[src/rtl/updown_counter_p.sv]
// updown_counter_p: prescaled up/down event counter with wrap or saturate
// at a programmable limit, synchronous load, tc pulse and sat flag.
//
// Ports:
//   clk      : sole clock, rising edge
//   reset    : asynchronous active-low clear of all state
//   enable   : run prescaler; each prescaler tick is one count event
//   step     : single-step request, rising edge is one event
//   up_down  : 1 = increment, 0 = decrement
//   free_run : 1 = wrap between 0 and limit, 0 = saturate
//   load     : synchronous load of min(load_val, limit)
//   load_val : value for load
//   limit    : upper bound (lower bound is 0)
//   count    : registered count
//   tc       : registered one-cycle pulse on each wrap
//   sat      : registered level while a saturating event is blocked
module updown_counter_p #(
   parameter int WIDTH    = 24,
   parameter int PRESCALE = 1
) (
   input  logic             clk,
   input  logic             reset,
   input  logic             enable,
   input  logic             step,
   input  logic             up_down,
   input  logic             free_run,
   input  logic             load,
   input  logic [WIDTH-1:0] load_val,
   input  logic [WIDTH-1:0] limit,
   output logic [WIDTH-1:0] count,
   output logic             tc,
   output logic             sat
);

   localparam int PW = (PRESCALE > 1) ? $clog2(PRESCALE) : 1;
   localparam logic [PW-1:0] PRE_LAST = PW'(PRESCALE - 1);

   logic [WIDTH-1:0] count_q, count_d;
   logic [PW-1:0]    pre_q, pre_d;
   logic             step_q;
   logic             tc_q, tc_d;
   logic             sat_q, sat_d;

   logic tick;
   logic step_edge;
   logic evt;

   assign tick      = enable && (pre_q == PRE_LAST);
   assign step_edge = step && !step_q;
   // A tick and a step edge in the same cycle advance the count once.
   assign evt       = tick || step_edge;

   always_comb begin
      pre_d = pre_q;
      if (!enable || load || tick) begin
         pre_d = '0;
      end else begin
         pre_d = pre_q + PW'(1);
      end
   end

   always_comb begin
      count_d = count_q;
      tc_d    = 1'b0;
      sat_d   = sat_q;
      if (load) begin
         count_d = (load_val > limit) ? limit : load_val;
         sat_d   = 1'b0;
      end else if (evt) begin
         if (up_down) begin
            // Compare before +1 so the count never wraps through overflow.
            if (count_q < limit) begin
               count_d = count_q + WIDTH'(1);
               sat_d   = 1'b0;
            end else if (free_run) begin
               count_d = '0;
               tc_d    = 1'b1;
            end else begin
               count_d = limit;
               sat_d   = 1'b1;
            end
         end else begin
            if (count_q != '0) begin
               // A limit lowered below the count pulls it straight down.
               count_d = (count_q > limit) ? limit
                                           : count_q - WIDTH'(1);
               sat_d   = 1'b0;
            end else if (free_run) begin
               count_d = limit;
               tc_d    = 1'b1;
            end else begin
               sat_d   = 1'b1;
            end
         end
      end
   end

   always_ff @(posedge clk or negedge reset) begin
      if (!reset) begin
         count_q <= '0;
         pre_q   <= '0;
         step_q  <= 1'b0;
         tc_q    <= 1'b0;
         sat_q   <= 1'b0;
      end else begin
         count_q <= count_d;
         pre_q   <= pre_d;
         step_q  <= step;
         tc_q    <= tc_d;
         sat_q   <= sat_d;
      end
   end

   assign count = count_q;
   assign tc    = tc_q;
   assign sat   = sat_q;

endmodule

[config.mk]
export PLATFORM = sky130hd
export DESIGN_NAME = updown_counter_p
export DESIGN_NICKNAME = d
export VERILOG_FILES = /design/src/rtl/updown_counter_p.sv
export SDC_FILE = /design/constraint.sdc
export NUM_CORES = 1
export LEC_CHECK = 0
export BUFFER_PORTS_ARGS = -buffer_cell sky130_fd_sc_hd__clkbuf_2
export CAP_MARGIN = 20
export CORE_MARGIN = 2
export CORE_UTILIZATION = 52
export DETAILED_ROUTE_END_ITERATION = 6
export PLACE_DENSITY_LB_ADDON = 0.15
export SYNTH_ARGS = -nofsm -noshare
export SYNTH_HDL_FRONTEND = slang
export SYNTH_SLANG_ARGS = --single-unit
[constraint.sdc]
create_clock -name clk -period 4.4 [get_ports clk]
set_input_delay 0.22 -clock clk [delete_from_list [all_inputs] [get_ports clk]]
set_output_delay 0.22 -clock clk [all_outputs]
set_load 0.02 [all_outputs]
==> results of run 1 <==
-- cells by family (layout without fill, tap and decap cells) --
kind of cell               after synthesis  in the layout  synth area share, %
and+or+nand+nor                        208            208                 24.3
other                                    1              1               0.0837
muxes                                   33             33                 7.76
buffers and inverters                   81            135                 7.46
AOI/OAI and AO/OA                      161            161                 23.3
DFF                                     28             28                 15.6
adders and majority gates               51             51                 14.2
xor gates and xnor gates                37             37                 7.23
-- registers in the layout (all words and copies together) (netlist names) --
name	count
step_q	1
count	24
sat	1
tc	1
pre_q	1
-- how the worst max path moves through the flow --
| stage | start | endpoint | depth (start not counted) | slack [ns] |
|---|---|---|---|---|
| floorplan | count[0] | count[16] | 12 | 1.62 |
| global placement | count[19] | count[23] | 10 | 1.00 |
| detailed placement | limit[5] | count[8] | 12 | 0.88 |
| CTS | count[19] | count[23] | 10 | 0.88 |
| global route | count[19] | count[22] | 10 | 0.64 |
| finish | count[19] | count[23] | 10 | 0.83 |
-- synthesized netlist by cell type (all sizes together) (5+ instances only) --
cell type / instances
ha: 51
nand2: 51
nor2: 48
a21oi: 43
inv: 41
o21ai: 40
clkbuf: 28
dfrtp: 28
xnor2: 26
nand4: 20
mux2i: 19
nand3: 17
nor3: 17
o31ai: 16
mux2: 14
buf: 12
xor2: 11
nor4: 10
or3: 9
a22oi: 8
a211oi: 7
a221oi: 7
and3: 6
nand2b: 6
o211ai: 6
a31oi: 5
-- critical path, cell delays in order, from the launching register on --
cell and delay [ns]:
dfrtp_1 0.50, ha_1 0.34, nand2_1 0.06, o21ai_0 0.18, a221o_1 0.64, o21ai_0 0.29
o21ai_2 0.44, buf_4 0.36, mux2_2 0.37, mux2i_1 0.14, a221oi_1 0.10
-- metrics by stage --
stage	area [sq um]	instances	util [%]
6_report	4970	759	59.9
5_1_grt	4970	759	59.9
4_1_cts	4960	758	59.8
3_5_place_dp	4920	755	59.3
3_3_place_gp	4920	755	59.3
2_1_floorplan	4480	600	-
-- layer usage --
layer  share of wire (%)  global-route usage [%]  vias to the layer above
met5                   0                       0                        -
met4                 3.5                    11.8                        0
met3                  10                    3.97                       47
met2                  46                    56.1                      301
met1                  40                    44.5                     2352
li1                    -                       -                     2327
-- power by group --
| group | total [mW] | internal [mW] | leakage (nW) | switching (mW) |
|---|---|---|---|---|
| Combinational | 1.04 | 0.427 | 1.86 | 0.608 |
| Clock | 0.162 | 0.0621 | 0.0216 | 0.0997 |
| Sequential | 0.490 | 0.312 | 0.338 | 0.178 |
| Total | 1.69 | 0.801 | 2.22 | 0.886 |
-- area by class of cell --
class                   instances  area (sq um)
repair buffers                 91           499
well taps                     105           131
inverters                      41           154
flip-flops and latches         28           701
multi-input cells             491          3450
clock buffers                   3          41.3
fillers                       826          3330
==> results.cfg, run 1 <==
[run_status]
run_status = finished, final reports clean

[detailed_routing]
viasPerCell = 6.62
drt-wirelength-per-cell_um = 21.3
drt_pass1_iterations = 5
first_iter_violations = 534
totalWireLength_um = 16200
dr_total_vias = 5027
drc_errors = 0
antenna_left = 0

[sta]
rsz0062_at_grt = false
period_needed_ns = 3.57
clock_skew_ns = 0.00500
setup_violations = 0
hold_viol_final = 0
relSlewSlack_pct = 29.1
fin_crit_sh_pct = 81.2
hold_slack_ns = 0.0194
drv_slew = 0
max_freq_mhz = 280
tightest_slew_ns = 1.06
worst_slack_ns = 0.827
setup_tns_ns = 0

[worst_setup_path]
crit_type = reg -> reg
rrSetupSlack_ns = 0.83
reg2regPathDepth = 10
r2r_end = count[23]
critPathMaxFanout = 18
cp-end-kind = register
cp-start-kind = register
required_ns = 4.55
r2r_start = count[19]
critical_path_arrival_ns = 3.72

[clock_network]
postCtsSetupRepairBufs = 0
clkTransAtPathRegs_ns = 0.12
clk_latency_ns = 0.29
clockBufferDepth = 2
tritoncts = done
cts_resized = 0
clockRootBuffer = clkbuf_8
clock_sinks = 28
holdBufCountCts = 0
cts_made_buffers = 3
cts-htree-levels = 1

[floorplanning]
die_x_um = 96.8
die_area_sq_um = 9380
rows = 33
start_util_pct = 54.0
core_sq_um = 8300
ios = 81
die_h_um = 96.8

[layout]
area_delta_synth_final_pct = 11.0
fin_nets = 762
final_common_cell = clkbuf_2
layout-drive-gt1-share_pct = 18.8
layout_common_cells = clkbuf_2, nand2_1, ha_1
diodes = 0

[logic_synthesis]
synth_fp_nets = 706
ys_warn_count = 0
syn_avg_cell_area_sq_um = 7.47
synthCells = 600
syn_area_sq_um = 4480
ys_ff_latch = 28
ys.flop_type = dfrtp_1
async_reset_ff_share_pct = 100
synth_edf_count = 0
synth_top_area_share_pct = 15.6
yosys.area.top_type = dfrtp_1
yosysSeqAreaShare_pct = 15.6
yosys.cell_types.count = 66
synth.area.top_cells = dfrtp_1, ha_1, xnor2_1, a21oi_1, nand2_1

[global_routing]
first_global_vias = 4704
grt_overflow_total = 0
grt.total_usage_pct = 33.5
grt_pass1_wl_um = 25500
grt_max_degree = 29
grt_antenna_before_repair = 0

[hold_path]
min_path_type = in -> async

[job]
cap_violations = 0

[power_and_ir_drop]
powerDensity_nw_per_um2 = 339
total_power_mw = 1.69
leakage_nw = 2.22
ir_drop_uv = 189

[placement]
dp_slack_ns = 0.877
dp_hpwl_um = 12100
gp_congestion = 1.01
port_buffers = 80
Power figures use the tool's default switching activity.
==> run 2, diff against run 1 <==
--- a/config.mk
+++ b/config.mk
@@ -5,6 +5,7 @@
 export SDC_FILE = /design/constraint.sdc
 export NUM_CORES = 1
 export LEC_CHECK = 0
+export ABC_AREA = 1
 export BUFFER_PORTS_ARGS = -buffer_cell sky130_fd_sc_hd__clkbuf_2
 export CAP_MARGIN = 20
 export CORE_MARGIN = 2
==> constraint.sdc (replaced) <==
create_clock -name clk -period 3.02 [get_ports clk]
set_input_delay 0.151 -clock clk [delete_from_list [all_inputs] [get_ports clk]]
set_output_delay 0.151 -clock clk [all_outputs]
set_load 0.02 [all_outputs]
==> results.cfg, run 2 <==
[logic_synthesis]
yosysSeqAreaShare_pct = 14.2
syn_area_sq_um = 4940
synth_edf_count = 0
ys_warn_count = 0
synth_fp_nets = 957
synth_top_family_by_area = simple AND/OR/NAND/NOR gates
ys_ff_latch = 28
synthSimpleGateAreaFrac_pct = 45.8
yosysMostFrequentCell = nand2_1
syn_avg_cell_area_sq_um = 5.81
synthCells = 851
synth.area.top_cells = nand2_1, dfrtp_1, ha_1, nand3_1, nor2_1
yosys.cell_types.count = 38
ys.flop_type = dfrtp_1
synth_compound_area_share_pct = 9.44
synth_xor_area_share_pct = 6.73
synth_top_area_share_pct = 15.1
synth_commonest_cells = nand2_1, nor2_1, nand3_1
async_reset_ff_share_pct = 100
yosys.area.top_type = nand2_1
synthAdderAreaFrac_pct = 12.9
synthMuxAreaShare_pct = 0

[floorplanning]
core_sq_um = 9240
rows = 35
die_x_um = 101
start_util_pct = 53.5
die_area_sq_um = 10300
ios = 81
die_h_um = 101

[global_routing]
grt_max_degree = 42
grt.total_usage_pct = 35.2
grt_pass1_wl_um = 28200
grt_overflow_total = 0
first_global_vias = 5406
grt_antenna_before_repair = 0

[worst_setup_path]
critical_path_arrival_ns = 2.93
r2r_start = count[19]
r2r_end = count[1]
critPathMaxStageDelay_ns = 0.53
critPathMaxFanout = 27
crit_type = reg -> reg
cp-start-kind = register
reg2regPathDepth = 11
required_ns = 3.26
cpMaxStageDelayCell = dfrtp_1
cp-end-kind = register
rrSetupSlack_ns = 0.34
path_cells = nor2_2, nand2_1, nor4_2, nand3_2, nand2_4, inv_2, nand2_1, nand2_1, nor2_1, nor2_1, nor2_1

[detailed_routing]
drc_errors = 0
drt-wirelength-per-cell_um = 17.1
dr_total_vias = 5876
first_iter_violations = 589
antenna_left = 0
drt_pass1_iterations = 5
viasPerCell = 5.63
totalWireLength_um = 17800

[sta]
drv_slew = 0
hold_slack_ns = 0.242
fin_crit_sh_pct = 88.9
hold_viol_final = 0
period_needed_ns = 2.68
max_freq_mhz = 372
setup_tns_ns = 0
clock_skew_ns = 0.00389
setup_violations = 0
rsz0062_at_grt = false
tightest_slew_ns = 0.843
relSlewSlack_pct = 43.8

[clock_network]
clkTransAtPathRegs_ns = 0.12
clock_sinks = 28
clockRootBuffer = clkbuf_8
clk_latency_ns = 0.30
clockBufferDepth = 2
cts-htree-levels = 1
cts_made_buffers = 3
tritoncts = done

[job]
cap_violations = 0

[layout]
stdcell_count = 1043
area_delta_synth_final_pct = 11.8
diodes = 0
layout_common_cells = nand2_1, nor2_1, nand3_1
fin_nets = 1021
final_common_cell = nand2_1
layout-drive-gt1-share_pct = 14.1
finish.utilization_pct = 59.8
largest_register_ffs = 24

[power_and_ir_drop]
powerDensity_nw_per_um2 = 463
leakage_nw = 2.90
total_power_mw = 2.56
ir_drop_uv = 273

[placement]
dp_hpwl_um = 14100
gp_congestion = 1.01
port_buffers = 80
dpl.cell_count = 1037

[run_status]
run_status = finished, final reports clean

[hold_path]
whs_endpoint = tc
hold_depth = 5
min_path_type = in -> reg
hp-start = enable
## run 2: timing repair
item | 4_1_cts | 5_1_grt
hold buffers | 2 | 0
endpoints found under the hold margin | 29 | 0
setup buffers | 0 | 0
resized for setup | 0 | 0
## run 2: final cells by class
class	count	area, sq um
fill	973	3710
timing repair buffer	101	576
multi-input combinational	694	3710
clock buffer	4	55.1
sequential	28	701
tap	129	161
inverter	87	327
## run 2: how the worst max path moves through the flow
stage / cells after the start / slack [ns] / from / end
finish: 11 / 0.34 / count[19] / count[1]
floorplan: 16 / 0.87 / count[3] / count[7]
detailed placement: 15 / 0.44 / count[23] / count[1]
global route: 15 / 0.1 / count[23] / count[1]
CTS: 12 / 0.42 / count[23] / count[22]
global placement: 12 / 0.42 / count[23] / count[22]
## run 2: logic make-up after synthesis
kind of cell,count (synthesis)
AOI/OAI and AO/OA,88
xor gates and xnor gates,38
adders and majority gates,51
buffers and inverters,129
DFF,28
other,1
and+or+nand+nor,516
## run 2: critical path: cells and delay by family, from the launching register on
kind | cells | cell delay (ns)
buf+inv | 1 | 0.19
flops | 1 | 0.53
simple gates | 10 | 1.89
## run 2: per-stage QoR
stage               setup slack [ns]  instance area, sq um
floorplan                      0.873                  4940
global placement               0.418                  5450
detailed placement             0.442                  5450
CTS                            0.415                  5530
global route                  0.0983                  5530
finish                         0.335                  5530
## run 2: where the power goes
| group | switching (mW) | internal [mW] | total [mW] |
|---|---|---|---|
| registers | 0.190 | 0.445 | 0.636 |
| logic | 1.08 | 0.571 | 1.65 |
| clock network | 0.150 | 0.118 | 0.268 |
## run 2: routing by layer
| layer | vias to the layer above | wire (um) | GRT usage (%) |
|---|---|---|---|
| li1 | 2876 | - | - |
| met1 | 2651 | 8040 | 52.4 |
| met2 | 311 | 7540 | 53.3 |
| met3 | 38 | 1770 | 4.55 |
| met4 | 0 | 461 | 9.98 |
| met5 | - | 0 | 0 |
